`src/rtl/alu_pkg.sv`:
```
// Shared types and constants for the ALU arbiter slice: datapath widths,
// the ALU_8bit opcode encoding and the sequencer state encoding.
package alu_pkg;

    localparam int ALU_W = 8;
    localparam int SEL_W = 3;

    localparam logic [SEL_W-1:0] ALU_ADD = 3'd0;  // c = carry out
    localparam logic [SEL_W-1:0] ALU_SUB = 3'd1;  // c = borrow (a < b)
    localparam logic [SEL_W-1:0] ALU_AND = 3'd2;
    localparam logic [SEL_W-1:0] ALU_OR  = 3'd3;
    localparam logic [SEL_W-1:0] ALU_XOR = 3'd4;
    localparam logic [SEL_W-1:0] ALU_NOT = 3'd5;  // res = ~a
    localparam logic [SEL_W-1:0] ALU_SHL = 3'd6;  // c = bit shifted out (a[7])
    localparam logic [SEL_W-1:0] ALU_SHR = 3'd7;  // c = bit shifted out (a[0])

    typedef enum logic [1:0] {
        IDLE = 2'd0,
        EXEC = 2'd1,
        RESP = 2'd2
    } state_t;

endpackage

```
`src/rtl/ALU_8bit.sv`:
```
// Combinational 8-bit ALU; zero latency, no flow control.
// Logic ops clear c; arithmetic and shifts report carry/borrow/shifted-out bit.
module ALU_8bit
    import alu_pkg::*;
(
    input  logic [ALU_W-1:0] a,
    input  logic [ALU_W-1:0] b,
    input  logic [SEL_W-1:0] sel,
    output logic [ALU_W-1:0] res,
    output logic             c
);

    always_comb begin
        res = '0;
        c   = 1'b0;
        case (sel)
            ALU_ADD: {c, res} = {1'b0, a} + {1'b0, b};
            ALU_SUB: {c, res} = {1'b0, a} - {1'b0, b};
            ALU_AND: res = a & b;
            ALU_OR:  res = a | b;
            ALU_XOR: res = a ^ b;
            ALU_NOT: res = ~a;
            ALU_SHL: {c, res} = {a, 1'b0};
            ALU_SHR: {res, c} = {1'b0, a};
            default: res = '0;
        endcase
    end

endmodule

```
`src/rtl/alu_arbiter.sv`:
```
// Round-robin sharing of one ALU_8bit among N_REQ requesters: grant, execute, respond (3 cycles min).
// No new grant until the tagged response is accepted; rsp_* frozen while rsp_ready is low.
module alu_arbiter
    import alu_pkg::*;
#(
    parameter int N_REQ = 4,
    parameter int ID_W  = $clog2(N_REQ)
) (
    input  logic                   clk,
    input  logic                   rst,
    input  logic [N_REQ-1:0]       req_valid,
    input  logic [ALU_W*N_REQ-1:0] req_a,
    input  logic [ALU_W*N_REQ-1:0] req_b,
    input  logic [SEL_W*N_REQ-1:0] req_sel,
    output logic [N_REQ-1:0]       req_ready,
    output logic                   rsp_valid,
    output logic [ID_W-1:0]        rsp_id,
    output logic [ALU_W-1:0]       rsp_res,
    output logic                   rsp_c,
    input  logic                   rsp_ready,
    output logic                   busy
);

    state_t           state;
    logic [ID_W-1:0]  ptr;
    logic [ALU_W-1:0] op_a;
    logic [ALU_W-1:0] op_b;
    logic [SEL_W-1:0] op_sel;
    logic [ID_W-1:0]  op_id;

    logic [ID_W-1:0]  gnt_id;
    logic             gnt_any;
    logic [ALU_W-1:0] alu_res;
    logic             alu_c;

    // First valid requester at or after p, wrapping past N_REQ-1 back to 0.
    function automatic logic [ID_W-1:0] rr_pick(input logic [N_REQ-1:0] vld,
                                                input logic [ID_W-1:0]  p);
        logic [ID_W-1:0] pick;
        logic            found;
        logic [ID_W:0]   j;
        pick  = '0;
        found = 1'b0;
        for (int i = 0; i < N_REQ; i++) begin
            j = {1'b0, p} + (ID_W+1)'(i);
            if (j >= (ID_W+1)'(N_REQ))
                j = j - (ID_W+1)'(N_REQ);
            if (!found && vld[j[ID_W-1:0]]) begin
                found = 1'b1;
                pick  = j[ID_W-1:0];
            end
        end
        return pick;
    endfunction

    assign gnt_id  = rr_pick(req_valid, ptr);
    assign gnt_any = (state == IDLE) && (|req_valid) && !rst;

    always_comb begin
        req_ready = '0;
        if (gnt_any)
            req_ready[gnt_id] = 1'b1;
    end

    assign busy = (state != IDLE);

    ALU_8bit u_alu (
        .a   (op_a),
        .b   (op_b),
        .sel (op_sel),
        .res (alu_res),
        .c   (alu_c)
    );

    always_ff @(posedge clk) begin
        if (rst) begin
            state     <= IDLE;
            ptr       <= '0;
            op_a      <= '0;
            op_b      <= '0;
            op_sel    <= '0;
            op_id     <= '0;
            rsp_valid <= 1'b0;
            rsp_id    <= '0;
            rsp_res   <= '0;
            rsp_c     <= 1'b0;
        end else begin
            case (state)
                IDLE: begin
                    if (gnt_any) begin
                        op_a   <= req_a[gnt_id*ALU_W +: ALU_W];
                        op_b   <= req_b[gnt_id*ALU_W +: ALU_W];
                        op_sel <= req_sel[gnt_id*SEL_W +: SEL_W];
                        op_id  <= gnt_id;
                        state  <= EXEC;
                    end
                end
                EXEC: begin
                    rsp_res   <= alu_res;
                    rsp_c     <= alu_c;
                    rsp_id    <= op_id;
                    rsp_valid <= 1'b1;
                    state     <= RESP;
                end
                RESP: begin
                    if (rsp_valid && rsp_ready) begin
                        rsp_valid <= 1'b0;
                        ptr       <= (op_id == ID_W'(N_REQ-1)) ? '0 : op_id + 1'b1;
                        state     <= IDLE;
                    end
                end
                default: state <= IDLE;
            endcase
        end
    end

endmodule
```
`config.mk`:
```
export PLATFORM = sky130hd
export DESIGN_NAME = alu_arbiter
export DESIGN_NICKNAME = d
export VERILOG_FILES = /design/src/rtl/alu_pkg.sv /design/src/rtl/ALU_8bit.sv /design/src/rtl/alu_arbiter.sv
export SDC_FILE = /design/constraint.sdc
export NUM_CORES = 1
export LEC_CHECK = 0
export BUFFER_PORTS_ARGS = -buffer_cell sky130_fd_sc_hd__buf_2
export CAP_MARGIN = 30
export CORE_ASPECT_RATIO = 0.75
export CORE_MARGIN = 3
export CORE_UTILIZATION = 55
export CTS_BUF_LIST = sky130_fd_sc_hd__clkbuf_8
export CTS_CLUSTER_DIAMETER = 80
export DETAILED_ROUTE_END_ITERATION = 10
export PLACE_DENSITY = 0.8
export SETUP_SLACK_MARGIN = 0.5
export SLEW_MARGIN = 20
export SYNTH_ARGS = -nofsm -noshare
export SYNTH_HDL_FRONTEND = slang
export SYNTH_SLANG_ARGS = --single-unit
```
`constraint.sdc`:
```
create_clock -name clk -period 3.9 [get_ports clk]
set_input_delay 0.39 -clock clk [delete_from_list [all_inputs] [get_ports clk]]
set_output_delay 0.39 -clock clk [all_outputs]
set_load 0.03 [all_outputs]
```
==> results.py, run 1 <==
metrics = {
    "cells_and_area": {
        "drive_above_1_share_pct": 27.95,
        "area_occupied_by_registers_um2": 740.7,
        "multi_input_area_um2": 2317,
        "final_util_pct": 69.50,
        "diodes": 0,
        "layout_commonest_cell": "buf_2",
        "post_route_insts_no_fill": 558,
        "areaGrowthSynthToFinish_pct": 16.74,
        "most-common-layout-cells": "buf_2 (99), nand2_1 (42), mux2i_1 (42), dfxtp_1 (37), nor2_1 (29)",
        "n_fill_cell": 479,
        "nNetsFinal": 592,
    },
    "floorplanning": {
        "floorplan.die_area_um2": 7055,
        "die_width_um": 95.99,
        "die_h_um": 73.50,
        "design.core.area_um2": 5612,
        "fp-row-count": 23,
        "ioPinCount": 100,
        "initial_cell_density_of_the_core_pct": 59.53,
    },
    "clocking": {
        "cts.sink_count": 37,
        "cts.root.buffer_cell": "clkbuf_8",
        "cts_inserted_buffers": 5,
        "clk_pin_slew_worst_paths_ps": 80,
        "hold_fix_buffers_at_cts": 0,
        "post_cts_resize_count": 0,
        "post_cts_buffers": 0,
        "h-tree-depth": 2,
        "tritoncts": "yes",
        "ctsLongestPathBuffers": 2,
        "clock_latency_ps": 300,
    },
    "setup_path": {
        "crit_required_ps": 4080,
        "crit_arrival_ps": 2640,
        "timing.critical_path.cells": "inv_1 -> ha_1 -> fa_1 -> o21bai_1 -> a2111oi_4 -> xor2_1 -> a221oi_1 -> o31ai_1",
        "cp_max_fo": 6,
        "worstSetupPathType": "register to register",
        "worst_setup_path_end_kind": "register",
        "crit_path_max_incr_delay_ps": 430,
        "cp-start-kind": "register",
        "highest_delay_cell_along_the_critical_path": "dfxtp_1",
    },
    "power_and_ir_drop": {
        "power.total_w": 0.001453,
        "p_leak_nw": 1.851,
        "peak_supply_drop_mv": 0.1870,
        "cellPowerDensity_nw_per_um2": 372.6,
    },
    "route": {
        "average_detailed_routed_wire_length_per_instance_um": 16.40,
        "via_count": 3388,
        "avg_vias_per_cell": 6.072,
        "drc": 0,
        "drtAntennaViolNets": 0,
        "route.final.wire_length_mm": 9.151,
        "first_pass_iters": 5,
        "initialDrtViolationCount": 278,
    },
    "synthesis": {
        "ys_dominant_reg_cell": "dfxtp_1",
        "synth-edff-count": 0,
        "synth_area_per_cell_um2": 8.394,
        "synth_warnings": 0,
        "syn-instance-count": 398,
        "synth_largest_area_cell": "dfxtp_1",
        "synth-seq-area-share_pct": 22.17,
        "synthesis.area_um2": 3341,
        "ys_ff_latch": 37,
        "postSynth.asyncResetShare_pct": 0,
        "number_of_distinct_library_cells_after_synthesis": 62,
        "ys_top_cells_by_area": "dfxtp_1 (22%), mux2i_1 (13%), ha_1 (9.4%)",
        "synthesis.nets": 508,
        "synth_top_cell_area_share_pct": 22.17,
    },
    "global_routing": {
        "number_of_antenna_violations_at_the_first_check_in_global_routing": 0,
        "first_global_vias": 3127,
        "grt_util_all_layers_pct": 26.55,
        "grt_max_degree": 28,
        "wire_length_of_the_first_global_routing_pass_mm": 14.83,
        "grt.overflow.total": 0,
    },
    "timing": {
        "worst_slew_margin_relative_to_its_limit_pct": 63.46,
        "post-route-min-period_ps": 2468,
        "timing.final.hold_violations": 0,
        "fin_crit_sh_pct": 63.28,
        "slew_viol_final": 0,
        "grt_setup_unrepaired": "false",
        "sum_neg_setup_slack_ps": 0,
        "skew_ps": 5.994,
        "final-setup-viol-count": 0,
        "fmax_ghz": 0.4052,
        "slew_of_the_pin_with_the_lowest_slew_margin_ps": 547.0,
        "timing.hold.ws_ps": 397.9,
    },
    "placed_design": {
        "io_buffers": 99,
        "gpl.final_weighted_congestion": 0.9338,
        "inst_count_dp": 550,
        "hpwl_mm": 7.185,
    },
    "flow_run": {
        "cap_violations": 0,
    },
    "outcome": {
        "status": "finished, final reports clean",
    },
    "min_path": {
        "timing.hold.worst.class": "input pin to register",
    },
}
==> report_power, final <==
| part | switching, W | leakage, nW | internal [W] | total (W) |
|---|---|---|---|---|
| clock | 0.000150 | 0.0439 | 0.000123 | 0.000274 |
| sequential | 0.0000566 | 0.304 | 0.000425 | 0.000481 |
| combinational | 0.000412 | 1.50 | 0.000286 | 0.000698 |
| total | 0.000619 | 1.85 | 0.000834 | 0.00145 |
==> area by class of cell <==
| class | count | share of cell area [%] |
|---|---|---|
| Inverter | 29 | 2.791 |
| Clock inverter | 3 | 0.4491 |
| Tap cell | 75 | 2.406 |
| Sequential cell | 37 | 18.99 |
| Clock buffer | 5 | 1.765 |
| Timing Repair Buffer | 105 | 14.18 |
| Multi-Input combinational cell | 304 | 59.42 |
==> final timing paths <==
kind | from | endpoint | slack, ps | cells after the start
max reg2reg | op_a[0]$_SDFFE_PP0P_ | rsp_res[6]$_SDFFE_PP0P_ | 1430 | 8
max | op_a[0]$_SDFFE_PP0P_ | rsp_res[6]$_SDFFE_PP0P_ | 1430 | 8
min reg2reg | rsp_id[0]$_SDFFE_PP0P_ | rsp_id[0]$_SDFFE_PP0P_ | 450 | 2
min | req_b[30] | op_b[6]$_SDFFE_PP0P_ | 400 | 3
==> critical path, delay by kind of cell (launching register included) <==
kind            cells  cell delay [ps]
compound gates      4             1000
fa+ha+maj           2              650
flops               1              430
xor+xnor            1              160
buf+inv             1               90
==> Yosys cell counts, types with 2 or more instances <==
| cell type | instances |
|---|---|
| a31oi_1 | 3 |
| o221ai_1 | 21 |
| a211oi_1 | 6 |
| o21a_1 | 3 |
| o21ai_1 | 4 |
| nand2_1 | 42 |
| nor3b_2 | 2 |
| nor3_2 | 3 |
| fa_1 | 2 |
| mux2i_1 | 42 |
| a22oi_1 | 3 |
| or2_1 | 2 |
| buf_2 | 10 |
| mux4_2 | 4 |
| nand2b_1 | 9 |
| nor2b_1 | 7 |
| o21ai_0 | 11 |
| nor2_1 | 29 |
| ha_1 | 25 |
| a22o_1 | 2 |
| inv_2 | 4 |
| nand3_1 | 7 |
| dfxtp_1 | 37 |
| buf_6 | 5 |
| o31ai_1 | 3 |
| a21oi_1 | 24 |
| clkbuf_1 | 8 |
| o21bai_1 | 4 |
| o2111ai_1 | 3 |
| buf_4 | 5 |
| o31a_1 | 2 |
| and3_1 | 2 |
| inv_1 | 25 |
| xor2_1 | 4 |
| nor3_1 | 7 |
| o22ai_1 | 2 |
==> per-layer routing <==
layer	vias up	routed length (um)	track usage [%]	part of all wire [%]
li1	1617	-	-	-
met1	1548	3897	36.26	43
met2	202	4245	42.31	46
met3	21	878	6.346	9.6
met4	0	128	6.309	1.4
met5	-	0	0	0
==> kinds of logic after synthesis <==
group | Yosys count | synth area share, %
compound gates | 107 | 23.90
xor+xnor | 5 | 1.311
fa+ha+maj | 27 | 10.56
buf+inv | 57 | 8.464
flops | 37 | 22.17
mux | 47 | 15.62
simple gates | 118 | 17.98
==> stage by stage <==
stage | worst slack, ps | cell area, um2
after CTS | 1472 | 3900
after global placement | 1402 | 3786
final | 1432 | 3900
after detailed placement | 1503 | 3814
after floorplan | 1821 | 3341
after global routing | 1314 | 3900
==> registers in the layout, summed over array words and instances (netlist names) <==
| signal | flops |
|---|---|
| op_a | 8 |
| op_b | 8 |
| rsp_res | 8 |
| op_sel | 3 |
| op_id | 2 |
| ptr | 2 |
| rsp_id | 2 |
| state | 2 |
| rsp_c | 1 |
| rsp_valid | 1 |
Power figures use the tool's default switching activity.
==> run 2, diff against run 1 <==
--- a/config.mk
+++ b/config.mk
@@ -9,11 +9,11 @@
 export CAP_MARGIN = 30
 export CORE_ASPECT_RATIO = 0.75
 export CORE_MARGIN = 3
-export CORE_UTILIZATION = 55
+export CORE_UTILIZATION = 49
 export CTS_BUF_LIST = sky130_fd_sc_hd__clkbuf_8
 export CTS_CLUSTER_DIAMETER = 80
 export DETAILED_ROUTE_END_ITERATION = 10
-export PLACE_DENSITY = 0.8
+export PLACE_DENSITY = 0.76
 export SETUP_SLACK_MARGIN = 0.5
 export SLEW_MARGIN = 20
 export SYNTH_ARGS = -nofsm -noshare
==> constraint.sdc (replaced) <==
create_clock -name clk -period 2 [get_ports clk]
set_input_delay 0.2 -clock clk [delete_from_list [all_inputs] [get_ports clk]]
set_output_delay 0.2 -clock clk [all_outputs]
set_load 0.03 [all_outputs]
==> results.py, run 2 (synthesized netlist as in run 1, its figures left out) <==
metrics = {
    "clocking": {
        "h-tree-depth": 2,
        "clk_pin_slew_worst_paths_ps": 90,
        "cts.root.buffer_cell": "clkbuf_8",
        "ctsLongestPathBuffers": 2,
        "clock_latency_ps": 300,
        "cts.sink_count": 37,
        "cts_inserted_buffers": 5,
        "tritoncts": "yes",
    },
    "timing": {
        "slew_viol_final": 0,
        "final-setup-viol-count": 0,
        "setup_ws_ps": 26.98,
        "grt_setup_unrepaired": "true",
        "fin_crit_sh_pct": 98.65,
        "timing.final.hold_violations": 0,
        "slew_of_the_pin_with_the_lowest_slew_margin_ps": 479.4,
        "sum_neg_setup_slack_ps": 0,
        "fmax_ghz": 0.5068,
        "skew_ps": 15.92,
        "worst_slew_margin_relative_to_its_limit_pct": 67.96,
        "post-route-min-period_ps": 1973,
    },
    "setup_path": {
        "critPathTopFamily": "compound AO/OA/AOI/OAI gates",
        "timing.critical_path.cells": "inv_4 -> ha_4 -> fa_2 -> o21bai_4 -> a2111oi_4 -> nor3_1 -> a2111o_1 -> a311oi_2",
        "crit_required_ps": 2230,
        "cp_max_fo": 3,
        "crit_arrival_ps": 2200,
        "highest_delay_cell_along_the_critical_path": "a2111oi_4",
        "crit_path_max_incr_delay_ps": 450,
        "cp-start-kind": "register",
        "worst_setup_path_end_kind": "register",
        "critical_path.n_buffers_inverters": 1,
        "worstSetupPathType": "register to register",
    },
    "cells_and_area": {
        "top_regs": "op_a (8), op_b (8), rsp_res (8)",
        "layout_commonest_cell": "buf_2",
        "most-common-layout-cells": "buf_2 (96), nand2_1 (40), buf_4 (40), nor2_1 (25), mux2i_1 (25)",
        "multi_input_area_um2": 2865,
        "drive_above_1_share_pct": 52.13,
        "nNetsFinal": 648,
        "n_fill_cell": 390,
        "diodes": 0,
        "areaGrowthSynthToFinish_pct": 52.32,
        "area_occupied_by_registers_um2": 773.2,
    },
    "floorplanning": {
        "die_width_um": 101.3,
        "design.core.area_um2": 6444,
        "die_h_um": 77.51,
        "initial_cell_density_of_the_core_pct": 51.84,
        "ioPinCount": 100,
        "floorplan.die_area_um2": 7855,
        "fp-row-count": 25,
    },
    "power_and_ir_drop": {
        "switching_share_pct": 42.39,
        "clock_power_share_pct": 16.1,
        "power.share.sequential_pct": 25.9,
        "intPower_w": 0.002081,
        "pwr-share-comb_pct": 58.0,
        "power.total_w": 0.003613,
        "cellPowerDensity_nw_per_um2": 710.0,
        "switchingPower_w": 0.001532,
        "p_leak_nw": 2.226,
        "peak_supply_drop_mv": 0.4605,
    },
    "route": {
        "avg_vias_per_cell": 6.192,
        "average_detailed_routed_wire_length_per_instance_um": 20.59,
        "drtAntennaViolNets": 0,
        "first_pass_iters": 5,
        "via_count": 3839,
        "initialDrtViolationCount": 317,
        "route.final.wire_length_mm": 12.76,
        "drc": 0,
    },
    "placed_design": {
        "io_buffers": 99,
        "gpl.final_weighted_congestion": 0.9653,
        "dp_worst_setup_slack_ps": 43.76,
        "hpwl_mm": 7.827,
    },
    "global_routing": {
        "first_global_vias": 3559,
        "grt_max_degree": 23,
        "grt.overflow.total": 0,
        "wire_length_of_the_first_global_routing_pass_mm": 17.61,
        "number_of_antenna_violations_at_the_first_check_in_global_routing": 0,
        "grt_util_all_layers_pct": 28.32,
    },
    "min_path": {
        "timing.hold.worst.class": "input pin to register",
    },
    "outcome": {
        "status": "finished, final reports clean",
    },
    "flow_run": {
        "cap_violations": 0,
    },
}
[run 2: cell type report]
class / count / share of cell area (%)
Inverter: 29 / 2.287
Sequential cell: 37 / 15.20
Clock buffer: 6 / 1.623
Multi-Input combinational cell: 304 / 56.31
Timing Repair Buffer: 161 / 22.33
Tap cell: 81 / 1.992
Clock inverter: 2 / 0.2705
[run 2: layer usage]
metal  track usage, %  share of wire [%]
met1            36.75                 39
met2            48.50                 50
met3            5.391                8.0
met4            6.242                3.0
met5                0                  0
[run 2: final timing paths]
check,cells after the start,to,from,slack [ps]
worst max register to register,8,rsp_c$_SDFFE_PP0P_,op_a[0]$_SDFFE_PP0P_,30
worst min-delay path,2,state[0]$_SDFFE_PP0P_,rst,140
worst max-delay path,8,rsp_c$_SDFFE_PP0P_,op_a[0]$_SDFFE_PP0P_,30
worst min register to register,2,rsp_res[0]$_SDFFE_PP0P_,rsp_res[0]$_SDFFE_PP0P_,450
[run 2: timing repair]
| item | CTS | global route |
|---|---|---|
| pin swaps | 21 | 17 |
| setup endpoints to repair | 31 | 32 |
| gates resized for setup | 62 | 49 |
| gates cloned | 4 | 0 |
| hold buffers | 0 | 0 |
| setup buffers | 21 | 7 |
[run 2: stage by stage]
stage / hold WS [ps] / instance area (um2) / instances / utilization, %
floorplan: 397.8 / 3561 / 398 / -
global placement: 423.9 / 4218 / 580 / 65.46
detailed placement: 423.1 / 4218 / 580 / 65.46
CTS: 124.2 / 4797 / 613 / 74.45
global route: 142.2 / 5089 / 620 / 78.97
finish: 140.9 / 5089 / 620 / 78.97
[run 2: power groups by stage]
stage | clock [W] | combinational (W) | sequential, W
finish | 0.000580 | 0.00210 | 0.000937
global placement | 0 | 0.00160 | 0.000934
detailed placement | 0 | 0.00163 | 0.000940
floorplan | 0 | 0.00112 | 0.000988
global route | 0.000607 | 0.00222 | 0.000946
CTS | 0.000577 | 0.00187 | 0.000927
==> run 3, diff against run 2 <==
--- a/config.mk
+++ b/config.mk
@@ -5,6 +5,7 @@
 export SDC_FILE = /design/constraint.sdc
 export NUM_CORES = 1
 export LEC_CHECK = 0
+export ABC_AREA = 1
 export BUFFER_PORTS_ARGS = -buffer_cell sky130_fd_sc_hd__buf_2
 export CAP_MARGIN = 30
 export CORE_ASPECT_RATIO = 0.75
@@ -13,7 +14,7 @@
 export CTS_BUF_LIST = sky130_fd_sc_hd__clkbuf_8
 export CTS_CLUSTER_DIAMETER = 80
 export DETAILED_ROUTE_END_ITERATION = 10
-export PLACE_DENSITY = 0.76
+export PLACE_DENSITY = 0.75
 export SETUP_SLACK_MARGIN = 0.5
 export SLEW_MARGIN = 20
 export SYNTH_ARGS = -nofsm -noshare
==> results.py, run 3 <==
metrics = {
    "synthesis": {
        "synth_warnings": 0,
        "ys_dominant_reg_cell": "dfxtp_1",
        "synth_area_per_cell_um2": 5.801,
        "synth_top_cell_area_share_pct": 24.71,
        "ys_ff_latch": 37,
        "most_common_cell_in_the_netlist": "nand2_1",
        "postSynth.asyncResetShare_pct": 0,
        "number_of_distinct_library_cells_after_synthesis": 37,
        "synthesis.nets": 715,
        "synth-seq-area-share_pct": 21.11,
        "synth-edff-count": 0,
        "synthesis.area_um2": 3510,
        "ys_top_cells_by_area": "nand2_1 (25%), dfxtp_1 (21%), nand3_1 (10%)",
        "syn-instance-count": 605,
        "synth_largest_area_cell": "nand2_1",
        "synthTopCellsByCount": "nand2_1 (231), nand3_1 (70), inv_1 (61)",
    },
    "cells_and_area": {
        "diodes": 0,
        "most-common-layout-cells": "nand2_1 (202), buf_2 (95), nand3_1 (53), buf_4 (46), inv_1 (41)",
        "drive_above_1_share_pct": 41.96,
        "final_util_pct": 78.71,
        "design_area_um2": 5403,
        "nNetsFinal": 855,
        "layout_commonest_cell": "nand2_1",
        "multi_input_area_um2": 2950,
        "areaGrowthSynthToFinish_pct": 53.94,
        "top_regs": "op_a (8), op_b (8), rsp_res (8)",
        "area_occupied_by_registers_um2": 783.3,
        "n_fill_cell": 506,
    },
    "power_and_ir_drop": {
        "power.total_w": 0.004000,
        "peak_supply_drop_mv": 0.4530,
        "pwr-share-comb_pct": 56.2,
        "switching_share_pct": 43.08,
        "cellPowerDensity_nw_per_um2": 740.4,
        "p_leak_nw": 2.759,
        "power.share.sequential_pct": 23.8,
        "switchingPower_w": 0.001723,
        "clock_power_share_pct": 20.0,
        "intPower_w": 0.002277,
    },
    "route": {
        "route.final.wire_length_mm": 13.56,
        "drtAntennaViolNets": 0,
        "first_pass_iters": 6,
        "drc": 0,
        "via_count": 4767,
        "initialDrtViolationCount": 494,
        "average_detailed_routed_wire_length_per_instance_um": 16.06,
        "avg_vias_per_cell": 5.648,
    },
    "clocking": {
        "h-tree-depth": 2,
        "tritoncts": "yes",
        "ctsLongestPathBuffers": 2,
        "clock_latency_ps": 300,
        "cts.root.buffer_cell": "clkbuf_8",
        "cts.sink_count": 37,
        "clk_pin_slew_worst_paths_ps": 90,
        "hold_fix_buffers_at_cts": 0,
        "cts_inserted_buffers": 5,
    },
    "flow_run": {
        "cap_violations": 0,
    },
    "timing": {
        "final-setup-viol-count": 23,
        "grt_setup_unrepaired": "true",
        "fin_crit_sh_pct": 109.4,
        "skew_ps": 11.22,
        "timing.final.hold_violations": 0,
        "worst_slew_margin_relative_to_its_limit_pct": 71.82,
        "setup_ws_ps": -187.9,
        "slew_of_the_pin_with_the_lowest_slew_margin_ps": 422.2,
        "post-route-min-period_ps": 2188,
        "fmax_ghz": 0.4571,
        "slew_viol_final": 0,
        "sum_neg_setup_slack_ps": -1176,
    },
    "setup_path": {
        "crit_arrival_ps": 1990,
        "critical_path_endpoint": "req_ready[0]",
        "crit_required_ps": 1800,
        "count_of_cells_along_the_worst_register_to_register_path": 16,
        "rr_startpoint": "ptr[0]$_SDFFE_PP0P_",
        "worstSetupPathType": "register to output pin",
        "worst_setup_path_end_kind": "output pin",
        "worstSetupStartpoint": "ptr[0]$_SDFFE_PP0P_",
        "critical_path.reg2reg.endpoint": "op_b[7]$_SDFFE_PP0P_",
        "cp_max_fo": 9,
        "cp-start-kind": "register",
        "register_to_register_setup_slack_ps": -60,
    },
    "global_routing": {
        "first_global_vias": 4338,
        "wire_length_of_the_first_global_routing_pass_mm": 19.95,
        "grt.overflow.total": 0,
        "grt_max_degree": 33,
        "number_of_antenna_violations_at_the_first_check_in_global_routing": 0,
        "grt_util_all_layers_pct": 29.48,
    },
    "min_path": {
        "timing.hold.worst.class": "input pin to register",
        "worst_hold_startpoint": "rsp_ready",
    },
    "outcome": {
        "violations": "negative setup slack",
        "status": "finished, violations left",
    },
    "placed_design": {
        "io_buffers": 99,
        "gpl.final_weighted_congestion": 1.024,
        "hpwl_mm": 8.922,
        "placed_cell_area_um2": 4389,
    },
    "floorplanning": {
        "die_h_um": 79.29,
        "initial_cell_density_of_the_core_pct": 51.13,
        "design.core.area_um2": 6864,
        "ioPinCount": 100,
        "floorplan.die_area_um2": 8224,
        "die_width_um": 103.7,
        "fp-row-count": 26,
    },
}
==> run 3: cell count changes after synthesis, sizes merged, moves of 7 or more <==
cell	before	now
o22ai	2	11
inv	29	64
nor2b	7	0
nand3	7	71
nand4	0	7
o221ai	21	0
o21ai	15	24
mux2i	42	0
nand2	42	235
nand2b	9	0
a21oi	24	37
==> run 3: worst min path at each step <==
stage / to / slack (ps) / depth (start not counted)
CTS: state[1]$_SDFFE_PP0P_ / 200 / 4
global route: state[1]$_SDFFE_PP0P_ / 240 / 4
global placement: rsp_res[4]$_SDFFE_PP0P_ / 450 / 2
detailed placement: rsp_res[4]$_SDFFE_PP0P_ / 450 / 2
floorplan: op_a[4]$_SDFFE_PP0P_ / 330 / 3
finish: state[1]$_SDFFE_PP0P_ / 200 / 4
==> run 3: repair_timing <==
action	4_1_cts	5_1_grt
pin swaps	33	41
gates cloned	1	3
buffers inserted	28	12
resized for setup	81	54
setup endpoints to repair	34	34
==> run 3: per-stage QoR <==
stage	hold slack (ps)	setup WS, ps	instances
after floorplan	331.2	135.1	605
after global placement	447.4	102.9	792
after detailed placement	453.9	-4.447	792
after CTS	195.6	-65.79	829
after global routing	241.4	-244.0	844
final	200.1	-187.9	844
==> run 3: cells by family (layout without fill, tap and decap cells) <==
| kind of cell | count (synthesis) | count (layout) | share of synthesized area (%) |
|---|---|---|---|
| xor gates and xnor gates | 3 | 3 | 0.7488 |
| adders and majority gates | 27 | 27 | 10.05 |
| DFF | 37 | 37 | 21.11 |
| buffers and inverters | 91 | 232 | 10.73 |
| and+or+nand+nor | 359 | 359 | 43.24 |
| AOI/OAI and AO/OA | 88 | 88 | 14.12 |
==> run 3: layer usage <==
layer	up-vias	GRT usage (%)	wire length, um
li1	2254	-	-
met1	2185	36.99	5554
met2	271	52.55	6430
met3	57	5.118	1185
met4	0	8.234	386
met5	-	0	0
==> run 3: final cells by class <==
class | count | area share [%]
Timing Repair Buffer | 159 | 20.82
Sequential cell | 37 | 14.50
Multi-Input combinational cell | 477 | 54.61
Tap cell | 98 | 2.270
Inverter | 65 | 5.257
Clock inverter | 3 | 1.274
Clock buffer | 5 | 1.274
==> run 3: critical path, stage by stage, from the launching register on <==
cell     delay (ps)
dfxtp_4         410
inv_6            60
nand2_1         140
nand3_2         140
nand2_4         130
nor2_4           70
nand2_2         110
nand3_4         110
buf_6           140
nor4_4          180
buf_4           190
==> run 3: power groups by stage <==
stage / logic, W / registers [W] / clock network (W)
after detailed placement: 0.00168 / 0.000968 / 0
after CTS: 0.00199 / 0.000939 / 0.000805
after floorplan: 0.00116 / 0.00100 / 0
after global routing: 0.00241 / 0.000966 / 0.000835
after global placement: 0.00165 / 0.000963 / 0
final: 0.00225 / 0.000951 / 0.000801
